--- config.mk ---
export PLATFORM = sky130hd
export DESIGN_NAME = ahb3lite_rr_master
export DESIGN_NICKNAME = d
export VERILOG_FILES = /design/src/rtl/ahb3lite_rr_master.sv
export SDC_FILE = /design/constraint.sdc
export NUM_CORES = 1
export LEC_CHECK = 0
export ABC_AREA = 1
export CORE_MARGIN = 2
export CORE_UTILIZATION = 45
export DETAILED_ROUTE_END_ITERATION = 8
export GPL_TIMING_DRIVEN = 0
export PLACE_DENSITY_LB_ADDON = 0.2
export SLEW_MARGIN = 25
export SYNTH_ARGS = -nofsm -noshare
export SYNTH_HDL_FRONTEND = slang
export SYNTH_SLANG_ARGS = --single-unit
--- constraint.sdc ---
create_clock -name HCLK -period 8.9 [get_ports HCLK]
set_input_delay 0.89 -clock HCLK [delete_from_list [all_inputs] [get_ports HCLK]]
set_output_delay 0.89 -clock HCLK [all_outputs]
set_load 0.005 [all_outputs]
--- src/rtl/ahb3lite_rr_master.sv ---
// ahb3lite_rr_master
//   Two-requester round-robin front end for a single AHB-Lite master port.
//   At most one transfer is outstanding: IDLE -> ADDR -> DATA -> IDLE.
//
//   Optional build macro: AHB_RR_HRESP_EN
//     defined   : rsp_err registers HRESP at the data-phase completion edge
//     undefined : HRESP is ignored and rsp_err is tied to 0
//
// Ports
//   HCLK, HRESET            clock, asynchronous active-high reset
//   reqN_valid/addr/write/wdata   request from requester N (N = 0,1)
//   reqN_ready              request accepted (combinational, IDLE only)
//   rspN_valid              one-cycle completion pulse to requester N
//   rsp_rdata, rsp_err      shared response data / error status
//   HSEL..HWDATA            AHB-Lite master outputs
//   HRDATA, HREADY, HRESP   AHB-Lite slave responses
module ahb3lite_rr_master #(
  parameter int HADDR_SIZE = 32,
  parameter int HDATA_SIZE = 32
) (
  input  logic                  HCLK,
  input  logic                  HRESET,

  input  logic                  req0_valid,
  input  logic [HADDR_SIZE-1:0] req0_addr,
  input  logic                  req0_write,
  input  logic [HDATA_SIZE-1:0] req0_wdata,
  output logic                  req0_ready,
  output logic                  rsp0_valid,

  input  logic                  req1_valid,
  input  logic [HADDR_SIZE-1:0] req1_addr,
  input  logic                  req1_write,
  input  logic [HDATA_SIZE-1:0] req1_wdata,
  output logic                  req1_ready,
  output logic                  rsp1_valid,

  output logic [HDATA_SIZE-1:0] rsp_rdata,
  output logic                  rsp_err,

  output logic                  HSEL,
  output logic [HADDR_SIZE-1:0] HADDR,
  output logic                  HWRITE,
  output logic [1:0]            HTRANS,
  output logic [2:0]            HSIZE,
  output logic [2:0]            HBURST,
  output logic [3:0]            HPROT,
  output logic [HDATA_SIZE-1:0] HWDATA,

  input  logic [HDATA_SIZE-1:0] HRDATA,
  input  logic                  HREADY,
  input  logic                  HRESP
);

  localparam logic [1:0] TRANS_IDLE   = 2'b00;
  localparam logic [1:0] TRANS_NONSEQ = 2'b10;

  typedef enum logic [1:0] {
    ST_IDLE,
    ST_ADDR,
    ST_DATA
  } state_t;

  state_t                state;
  logic                  last_grant;  // requester granted most recently
  logic                  grant;       // requester owning the current transfer
  logic                  pick1;       // requester 1 wins arbitration this cycle
  logic [HDATA_SIZE-1:0] wdata_q;

  assign HSIZE  = 3'b010;
  assign HBURST = 3'b000;
  assign HPROT  = 4'b0011;

  // Lone request wins; on a tie the requester not granted last wins.
  always_comb begin
    pick1      = req1_valid && (!req0_valid || !last_grant);
    req0_ready = (state == ST_IDLE) && req0_valid && !pick1;
    req1_ready = (state == ST_IDLE) && pick1;
  end

  always_ff @(posedge HCLK or posedge HRESET) begin
    if (HRESET) begin
      state      <= ST_IDLE;
      last_grant <= 1'b1;
      grant      <= 1'b0;
      wdata_q    <= '0;
      HSEL       <= 1'b0;
      HTRANS     <= TRANS_IDLE;
      HADDR      <= '0;
      HWRITE     <= 1'b0;
      HWDATA     <= '0;
      rsp_rdata  <= '0;
      rsp0_valid <= 1'b0;
      rsp1_valid <= 1'b0;
`ifdef AHB_RR_HRESP_EN
      rsp_err    <= 1'b0;
`endif
    end else begin
      rsp0_valid <= 1'b0;
      rsp1_valid <= 1'b0;
      case (state)
        ST_IDLE: begin
          if (req0_ready || req1_ready) begin
            grant      <= pick1;
            last_grant <= pick1;
            HADDR      <= pick1 ? {req1_addr[HADDR_SIZE-1:2], 2'b00}
                                : {req0_addr[HADDR_SIZE-1:2], 2'b00};
            HWRITE     <= pick1 ? req1_write : req0_write;
            wdata_q    <= pick1 ? req1_wdata : req0_wdata;
            HSEL       <= 1'b1;
            HTRANS     <= TRANS_NONSEQ;
            state      <= ST_ADDR;
          end
        end
        ST_ADDR: begin
          if (HREADY) begin
            HSEL   <= 1'b0;
            HTRANS <= TRANS_IDLE;
            if (HWRITE) HWDATA <= wdata_q;
            state  <= ST_DATA;
          end
        end
        ST_DATA: begin
          if (HREADY) begin
            if (!HWRITE) rsp_rdata <= HRDATA;
            if (grant) rsp1_valid <= 1'b1;
            else       rsp0_valid <= 1'b1;
`ifdef AHB_RR_HRESP_EN
            rsp_err <= HRESP;
`endif
            state <= ST_IDLE;
          end
        end
        default: state <= ST_IDLE;
      endcase
    end
  end

  // Address bits [1:0] are forced to zero on capture and never read.
`ifdef AHB_RR_HRESP_EN
  logic unused_bits;
  assign unused_bits = ^{req0_addr[1:0], req1_addr[1:0]};
`else
  logic unused_bits;
  assign unused_bits = ^{req0_addr[1:0], req1_addr[1:0], HRESP};
  assign rsp_err     = 1'b0;
`endif

endmodule

# Yosys cells after proc, flatten, opt, wreduce, memory -nomap -nowiden

Cells that the tools add are included.

Memories: 0
Bits in read-only memories: 0
Input port bits: 168
Bits in latches: 0
RAM bits: 0
Flip-flop bits (word level): 138
Word-level logic and storage cells: 52

Order comparisons: 0
Divide/modulo/power cells: 0
Add/sub/neg operators: 0
Eq/ne operators: 5
Multipliers: 0
Bitwise gates (word level): 1
Shift operators: 0
Mux-type cells: 18
Reductions and logical operators: 16

Operators with widths:

| kind                                                  | number |
|---|---|
| 2-to-1 mux 32 bit                                     | 2 |
| AND reduction 3 bit                                   | 4 |
| 2-to-1 mux 1 bit                                      | 9 |
| 2-to-1 mux 2 bit                                      | 4 |
| one-hot mux 2 bit (3 select lines)                    | 1 |
| logical AND 1 bit                                     | 4 |
| inequality test 2 bit, second input constant          | 2 |
| one-hot mux 2 bit (2 select lines)                    | 1 |
| zero test 1 bit                                       | 3 |
| equality test 2 x 1 -> 1 bit, second input constant   | 1 |
| equality test 2 bit, second input constant            | 1 |
| zero test 2 bit                                       | 1 |
| logical OR 1 bit                                      | 2 |
| inequality test 2 x 1 -> 1 bit, second input constant | 1 |
| one-hot mux 1 bit (2 select lines)                    | 1 |
| AND reduction 2 bit                                   | 1 |
| nonzero test 2 bit                                    | 1 |
| NOT 1 bit                                             | 1 |

# Longest topological paths before layout

Gate-level depths: netlist of run 1.

Depth after elaboration: 8
Gate-level depth with buffers: 7

# Worst setup path before layout of run 1

Ideal clock, no wire load.

Kind: input port to output port
Start point: in req0_valid
End point: out req0_ready
Arrival time: 1.483 ns
Stages on the path: 4
Slack: 6.527 ns
Path through: nand2_1 -> buf_4 -> buf_6 -> a21oi_1

Cells in the longest elaborated chain, start to end: 5

Ends and longest elaborated chain:

| item                | RTL line | source |
|---|---|---|
| from (decl)         | 24       | `input logic req0_valid,` |
| zero test 1 bit     | 76       | `pick1 = req1_valid && (!req0_valid \|\| !last_grant);` |
| logical OR 1 bit    | 76       |  |
| logical AND 1 bit   | 76       |  |
| zero test 1 bit     | 77       | `req0_ready = (state == ST_IDLE) && req0_valid && !pick1;` |
| logical AND 1 bit * | 77       |  |
| to (decl)           | 28       | `output logic req0_ready,` |

Mark *: on every way between the ends. The rest lies on a longest branch, timed or not.

# Final worst setup path of run 1

Same ends and word-level chain as after synthesis.

==> flow_summary.json, run 1 <==
{
  "syn_area_um2": 6610,
  "drtIter0Drc": 383,
  "hp-class": "reg2reg",
  "crit_path_end_kind": "primary output",
  "status": "finished, final reports clean",
  "clock_latency_ns": 0.42,
  "boundaryPins": 283,
  "clock-sinks": 134,
  "nNetsFinal": 1271,
  "io_buffers": 263,
  "wirelength_um": 19300,
  "crit_path_cell_trace": "clkdlybuf4s50_1 > nand2_1 > buf_4 > buf_6 > a21oi_1 > clkdlybuf4s50_1",
  "cts.path.max_buffers": 2,
  "syn-instance-count": 808,
  "grt_max_degree": 77,
  "dr.pass1.iters": 5,
  "p_sw_uw": 1070,
  "worstPathMaxFanout": 10,
  "p_int_uw": 2060,
  "drc": 0,
  "p_clk_frac": 0.242,
  "drv_slew": 0,
  "hpwl_um": 14100,
  "setup_viol": 0,
  "ctsHoldBuffers": 0,
  "grt_pass1_wl_um": 31100,
  "power_leakage_uw": 0.00514,
  "cts_inserted_buffers": 17,
  "powerDensity_nw_per_um2": 307,
  "detail-route-antenna-nets": 0,
  "critPathRequiredTime_ns": 8.01,
  "hold_violations": 0,
  "antenna_cells": 0,
  "placed_area_um2": 9550,
  "slowest_delay_ns": 0.53,
  "num_vias": 6331,
  "initial_core_util": 0.458,
  "cp_num_buf_inv": 4,
  "yosysWarnings": 0,
  "place_congestion": 0.832,
  "p_comb_frac": 0.426,
  "gr-total-overflow": 0,
  "track_usage": 0.249,
  "fmax_mhz": 285,
  "antenna_found_initial": 0,
  "routed_wire_length_per_instance_um": 14.8,
  "worstPathArrival_ns": 2.62,
  "root_buffer": "clkbuf_16",
  "die_area_um2": 15700,
  "min_period_ns": 3.51,
  "drv_cap": 0,
  "stdcell_area_um2": 10200,
  "crit_family": "buffers and inverters",
  "pre_cts_ws_ns": 5.40,
  "rsz0062_at_grt": "false",
  "area_growth_pct": 54.2,
  "finClkSkew_ns": 0.00743,
  "synth.avg_cell_area_um2": 8.18,
  "switching_share": 0.341,
  "cp-start-kind": "primary input",
  "crit_type": "in2out",
  "viasPerCell": 4.87,
  "cts_setup_buffers": 0,
  "cts_resized": 0,
  "crit_top_cell": "clkdlybuf4s50_1",
  "die-height_um": 125,
  "synth.ff_latch_count": 134,
  "peakVddDrop_mv": 0.161,
  "clkTransAtPathRegs_ns": 0.06,
  "yosysSeqAreaShare": 0.507,
  "finalWorstSetupSlack_ns": 5.39,
  "grt_pass1_vias": 6258,
  "num_rows": 44,
  "core_um2": 14400,
  "fin_crit_sh": 0.395,
  "setup_tns_ns": 0,
  "synthDistinctLibCells": 17,
  "htreeDepth": 4,
  "seq_power_share": 0.332,
  "slowest_stage": "clkdlybuf4s50_1",
  "fp.dieW_um": 125,
  "drive_gt1_frac": 0.134,
  "cts_tree": "built"
}
==> cells by family (layout without fill, tap and decap cells) <==
logic type / Yosys count / count (layout) / share of synthesized area
other: 2 / 14 / 0.00114
AOI/OAI and AO/OA: 33 / 33 / 0.0432
buffers and inverters: 108 / 404 / 0.104
and+or+nand+nor: 531 / 531 / 0.345
DFF: 134 / 134 / 0.507
==> worst register-to-register path, cell delays in order (launching register included) <==
cell	delay, ns
dfstp_2	0.53
nand2_1	0.12
nand2_2	0.26
buf_4	0.24
nand2_1	0.07
nand2_1	0.10
nand2_1	0.07
nand2_1	0.07
==> cells in the mapped netlist (all sizes together) <==
cell | instances | area share
inv | 38 | 0.022
nor2 | 6 | 0.0079
dfstp | 1 | 0.0040
dfrtp | 133 | 0.50
o21ai | 32 | 0.042
buf | 70 | 0.082
nand2 | 363 | 0.21
conb | 2 | 0.0011
nand3 | 162 | 0.13
a21oi | 1 | 0.00076
==> power by group through the flow <==
stage	clock network [uW]	logic [uW]	registers [uW]
after detailed placement	0	1330	1040
final	756	1330	1040
after floorplan	0	665	1050
after global placement	0	1310	1030
after global routing	793	1480	1070
after CTS	766	1350	1040
==> cells in the final DEF, fill, tap and decap left out, types with 4 or more instances in the layout <==
cell type	n
buf_2	22
buf_4	29
buf_6	19
bufinv_16	4
clkbuf_16	17
clkdlybuf4s50_1	263
clkinvlp_4	4
conb_1	14
dfrtp_1	133
inv_1	36
nand2_1	358
nand3_1	160
nor2_4	4
o21ai_2	32
==> path summary, 6_finish.rpt <==
kind                       slack (ns)            to  cells after the start        from
max                              5.39    req0_ready                      6  req0_valid
min                              0.46    rsp0_valid                      1       grant
max reg2reg                      7.39   wdata_q[31]                      7  last_grant
min reg2reg                      0.46    rsp0_valid                      1       grant
max in group asynchronous        7.31     HWDATA[0]                      3      HRESET
min in group asynchronous        0.89  rsp_rdata[2]                      2      HRESET
==> metrics by stage <==
| stage | total power, uW | instances | utilization | hold slack [ns] |
|---|---|---|---|---|
| 2_1_floorplan | 1710 | 820 | - | 0.423 |
| 3_3_place_gp | 2340 | 1267 | 0.660 | 0.435 |
| 5_1_grt | 3340 | 1300 | 0.707 | 0.479 |
| 6_report | 3130 | 1300 | 0.707 | 0.461 |
| 3_5_place_dp | 2380 | 1268 | 0.662 | 0.447 |
| 4_1_cts | 3150 | 1300 | 0.707 | 0.461 |
==> sequential cells by signal, summed over array words and instances, names as in the netlist, 2 cells and up <==
| signal | count |
|---|---|
| wdata_q | 32 |
| rsp_rdata | 32 |
| state | 2 |
| HWDATA | 32 |
| HADDR | 30 |
==> routing by layer <==
layer | global-route usage | vias up | wire length (um)
met4 | 0.0876 | 0 | 474
met2 | 0.421 | 237 | 9540
met3 | 0.0616 | 35 | 1160
met5 | 0 | - | 0
met1 | 0.314 | 2940 | 8070
li1 | - | 3119 | -
==> final cells by class <==
cell class,instances,area [um^2]
well taps,184,230
repair buffers,264,2660
clock buffers,20,467
inverters,38,150
multi-input cells,578,2620
plain buffers,70,542
flip-flops and latches,134,3350
fillers,1151,4230
clock inverters,12,174
Note: power is estimated with default switching activity, not from simulation.
==> run 2, diff against run 1 <==
Settings changed: CORE_UTILIZATION 45 to 43.
Clock period 8.9 ns to 3.3 ns, I/O delays scaled along.
==> run 2 against run 1 <==
Net effect: worst setup slack lost 4.6 ns; design area grew 1.4%; via count grew 1.0%; first-iteration DRC count shrank 5.5%; clock power grew to 2.9 times the previous value; global-route usage shrank 0.81 points; die area grew 4.5%; sequential power grew to 2.7 times the previous value; clock-buffer cell count grew 1; final cell count grew 0.62%; critical endpoint unchanged; largest power group unchanged; highest routed layer unchanged.
==> flow_summary.json, run 2 (synthesis results as in run 1) <==
{
  "grt_pass1_vias": 6068,
  "initial_core_util": 0.438,
  "final_cell_mix": "nand2_1 (358), clkdlybuf4s50_1 (263), nand3_1 (160)",
  "drive_gt1_frac": 0.136,
  "track_usage": 0.241,
  "core_um2": 15100,
  "layout_commonest_cell": "nand2_1",
  "wirelength_um": 19600,
  "top_regs": "HWDATA (32), rsp_rdata (32), wdata_q (32)",
  "hpwl_um": 14500,
  "antenna_cells": 0,
  "num_rows": 45,
  "detail-route-antenna-nets": 0,
  "slowest_stage": "clkdlybuf4s50_1",
  "gr-total-overflow": 0,
  "cts_setup_buffers": 0,
  "place_congestion": 0.799,
  "top_layer_used": "met4",
  "area_growth_pct": 56.3,
  "dr_wl_met2_um": 9820,
  "status": "finished, final reports clean",
  "fin_crit_sh": 0.758,
  "fin_util": 0.685,
  "clkTransAtPathRegs_ns": 0.06,
  "slowest_delay_ns": 0.52,
  "hp-class": "in2async",
  "setup_tns_ns": 0,
  "rsz0062_at_grt": "false",
  "viasPerCell": 4.89,
  "fp.dieW_um": 128,
  "worstPathArrival_ns": 2.17,
  "powerDensity_nw_per_um2": 835,
  "crit_path_cell_trace": "nor2_4 > nand2_4 > buf_6 > buf_4 > a21oi_1 > clkdlybuf4s50_1",
  "crit_path_end_kind": "primary output",
  "drv_cap": 0,
  "worstPathMaxFanout": 10,
  "grt_max_degree": 30,
  "root_buffer": "clkbuf_16",
  "cts_inserted_buffers": 17,
  "dr.pass1.iters": 5,
  "die_area_um2": 16400,
  "hold_violations": 0,
  "ctsHoldBuffers": 0,
  "num_vias": 6396,
  "critPathRequiredTime_ns": 2.97,
  "htreeDepth": 4,
  "drv_slew": 0,
  "drtIter0Drc": 362,
  "cts_resized": 0,
  "antenna_found_initial": 0,
  "routed_wire_length_per_instance_um": 15.0,
  "nNetsFinal": 1275,
  "peakVddDrop_mv": 0.445,
  "crit_type": "reg2out",
  "die-height_um": 128,
  "setup_viol": 0,
  "power_leakage_uw": 0.00519,
  "drc": 0,
  "met1Wirelength_um": 8130,
  "cts.path.max_buffers": 2,
  "clock_latency_ns": 0.42,
  "io_buffers": 263,
  "fmax_mhz": 400,
  "min_period_ns": 2.50,
  "cp-start-kind": "flop",
  "finClkSkew_ns": 0.00591,
  "cts_tree": "built",
  "clock-sinks": 134,
  "cp_num_buf_inv": 3,
  "wl_met3_um": 1320,
  "grt_pass1_wl_um": 30700,
  "boundaryPins": 283,
  "crit_family": "buffers and inverters"
}
-- run 2: cell count changes in the layout (fill, tap and decap cells not counted) --
cell	previous run	this run
buf_12	0	3
clkinv_2	3	0
bufinv_16	4	6
clkinv_4	0	2
buf_16	1	2
clkbuf_1	0	1
inv_6	1	0
inv_8	1	0
-- run 2: area by class of cell --
cell class,instances,area (um^2)
tap,188,235
clock inverter,11,220
inverter,38,146
clock buffer,21,470
buffer,70,542
timing repair buffer,268,2750
multi-input combinational,578,2620
sequential,134,3350
fill,1268,4760
-- run 2: worst register-to-register path: cells and delay by family, from the launching register on --
kind	cells	cell delay (ns)
and+or+nand+nor	6	0.68
DFF	1	0.53
buffers and inverters	1	0.25
-- run 2: final timing paths --
path                            start       endpoint  slack [ns]  cells past startpoint
max                          state[0]     req0_ready        0.80                      6
min                            HRESET     HWDATA[11]        0.25                      2
max reg2reg                last_grant     wdata_q[7]        1.80                      7
min reg2reg                     grant     rsp0_valid        0.46                      1
max in group asynchronous      HRESET       HADDR[7]        2.22                      5
min in group HCLK          HRDATA[31]  rsp_rdata[31]        0.46                      3
-- run 2: report_power, final --
group | internal [uW] | switching, uW | total (uW)
logic | 1860 | 1760 | 3620
registers | 2390 | 419 | 2810
clock network | 1480 | 726 | 2210
-- run 2: through the flow --
step,setup slack [ns],cells,hold slack (ns),total power [uW],cell area [um^2]
floorplan,1.31,820,0.423,4610,6660
global placement,0.0471,1271,0.439,6350,9530
detailed placement,0.890,1276,0.456,6460,9640
CTS,0.781,1308,0.247,8690,10300
global route,0.727,1308,0.273,9180,10300
finish,0.799,1308,0.251,8630,10300
-- run 2: per-layer routing --
layer,up-vias,track usage
met5,-,0
met2,247,0.416
met3,23,0.0593
li1,3123,-
met1,3003,0.301
met4,0,0.0730
==> run 3, diff against run 2 <==
Settings changed: CORE_UTILIZATION 43 to 39.
Clock period 3.3 ns to 2.3 ns, I/O delays scaled along.
==> run 3 against run 2 <==
Net effect: clock skew up 0.0035 ns; design area down 0.41%; non-clock buffer count up 2; via count down 3.6%; critical endpoint is now req1_ready; sequential power up 42%; register-to-register slack worse by 1.1 ns; largest cell class unchanged.
==> flow_summary.json, run 3 (synthesis results as in run 1) <==
{
  "p_clk_frac": 0.228,
  "clkTransAtPathRegs_ns": 0.06,
  "cts.path.max_buffers": 2,
  "worstPathArrival_ns": 1.95,
  "dp.cells": 1307,
  "switching_share": 0.345,
  "grt_pass1_wl_um": 31500,
  "drtIter0Drc": 339,
  "top_regs": "HWDATA (32), rsp_rdata (32), wdata_q (32)",
  "fp.dieW_um": 134,
  "die-height_um": 134,
  "worstPathMaxFanout": 15,
  "finClkSkew_ns": 0.00945,
  "final_cell_mix": "nand2_1 (357), clkdlybuf4s50_1 (262), nand3_1 (160)",
  "dr.pass1.iters": 4,
  "layout_commonest_cell": "nand2_1",
  "p_comb_frac": 0.439,
  "place_congestion": 0.820,
  "hpwl_um": 14600,
  "drc": 0,
  "r2r_slack_ns": 0.71,
  "finalWorstSetupSlack_ns": 0.120,
  "fin_crit_sh": 0.948,
  "critPathRequiredTime_ns": 2.07,
  "clock-sinks": 134,
  "seq_power_share": 0.334,
  "fill_cells": 1530,
  "antenna_cells": 0,
  "num_rows": 47,
  "viasPerCell": 4.59,
  "io_buffers": 263,
  "top_layer_used": "met4",
  "final-seq-area_um2": 3360,
  "wl_met3_um": 1220,
  "met1Wirelength_um": 8470,
  "core_um2": 16600,
  "fmax_mhz": 459,
  "p_total_uw": 12000,
  "routed_wire_length_per_instance_um": 14.6,
  "antenna_found_initial": 0,
  "die_area_um2": 18000,
  "detail-route-antenna-nets": 0,
  "grt_pass1_vias": 6180,
  "multi_input_area_um2": 2620,
  "r2r_end": "wdata_q[9]",
  "r2r-start": "state[1]",
  "cts_inserted_buffers": 17,
  "powerDensity_nw_per_um2": 1160,
  "r2r_cells": 7,
  "p_sw_uw": 4140,
  "nNetsFinal": 1277,
  "cts_tree": "built",
  "cp-start-kind": "flop",
  "crit_type": "reg2out",
  "status": "finished, final reports clean",
  "placed_area_um2": 9650,
  "peakVddDrop_mv": 0.589,
  "stdcell_area_um2": 10300,
  "pre_cts_ws_ns": 0.113,
  "power_leakage_uw": 0.00517,
  "rsz0062_at_grt": "false",
  "num_vias": 6163,
  "setup_viol": 0,
  "drive_gt1_frac": 0.141,
  "hp-class": "in2async",
  "hold_violations": 0,
  "crit_path_end_kind": "primary output",
  "dr_wl_met2_um": 9680,
  "gr-total-overflow": 0,
  "drv_cap": 0,
  "min_period_ns": 2.18,
  "final_cells": 1342,
  "grt_max_degree": 33,
  "wirelength_um": 19600,
  "p_int_uw": 7840,
  "slew_headroom": 0.562,
  "area_growth_pct": 55.7,
  "initial_core_util": 0.399,
  "drv_slew": 0,
  "clock_latency_ns": 0.41,
  "tightestPinTransition_ns": 0.655,
  "root_buffer": "clkbuf_16",
  "htreeDepth": 4,
  "boundaryPins": 283,
  "track_usage": 0.223
}
==> run 3: cell types whose count changed in the layout (fill, tap and decap cells not counted), moves of 2 or more <==
| cell | before | now |
|---|---|---|
| dfrtp_2 | 0 | 2 |
| dfrtp_1 | 133 | 131 |
| buf_4 | 29 | 32 |
| bufinv_16 | 6 | 2 |
| buf_16 | 2 | 0 |
| clkinv_2 | 0 | 3 |
==> run 3: final cells by class <==
type,count,area share
flip-flops and latches,134,0.326
repair buffers,271,0.267
multi-input cells,578,0.254
plain buffers,69,0.0529
clock buffers,21,0.0467
well taps,220,0.0268
inverters,38,0.0142
clock inverters,11,0.0119
==> run 3: metrics by stage <==
step	setup TNS [ns]	hold slack (ns)	utilization
finish	0	0.258	0.620
global route	0	0.284	0.620
CTS	0	0.257	0.621
detailed placement	0	0.448	0.582
global placement	-113.85	0.439	0.577
floorplan	0	0.365	-
==> run 3: per-layer routing <==
| layer | global-route usage | up-vias |
|---|---|---|
| met5 | 0 | - |
| met4 | 0.0760 | 0 |
| met3 | 0.0593 | 18 |
| met2 | 0.371 | 184 |
| met1 | 0.283 | 2831 |
| li1 | - | 3130 |
==> run 3: worst max-delay path by stage <==
| stage | start | endpoint | slack, ns | cells after the start |
|---|---|---|---|---|
| 2_1_floorplan | HRESET | HADDR[10] | 0.41 | 1 |
| 3_3_place_gp | HRESET | HADDR[10] | -0.87 | 2 |
| 3_5_place_dp | req0_valid | req0_ready | 0.11 | 6 |
| 4_1_cts | state[1] | req1_ready | 0.02 | 6 |
| 5_1_grt | state[1] | req1_ready | 0.02 | 5 |
| 6_report | state[1] | req1_ready | 0.12 | 5 |
==> run 3: critical path, cell delays in order, from the launching register on <==
cell and delay [ns]:
dfrtp_2 0.42, nor2_4 0.14, buf_4 0.13, nand3_4 0.20, inv_1 0.11, clkdlybuf4s50_1 0.54
==> run 3: power by group through the flow <==
stage / Sequential, uW / Combinational [uW] / Clock [uW]
after floorplan: 4040 / 2570 / 0
after global placement: 4010 / 5130 / 0
after detailed placement: 4040 / 5230 / 0
after CTS: 4000 / 5340 / 2780
after global routing: 4140 / 5810 / 2880
final: 4000 / 5250 / 2730
==> run 3: what timing repair did <==
item	in CTS	in global routing
endpoints found under the setup margin	1	2
gates resized for setup	6	1
pin swaps	2	0
hold endpoints to repair	0	0
buffers inserted	4	0
cloned	0	0
hold buffers	0	0
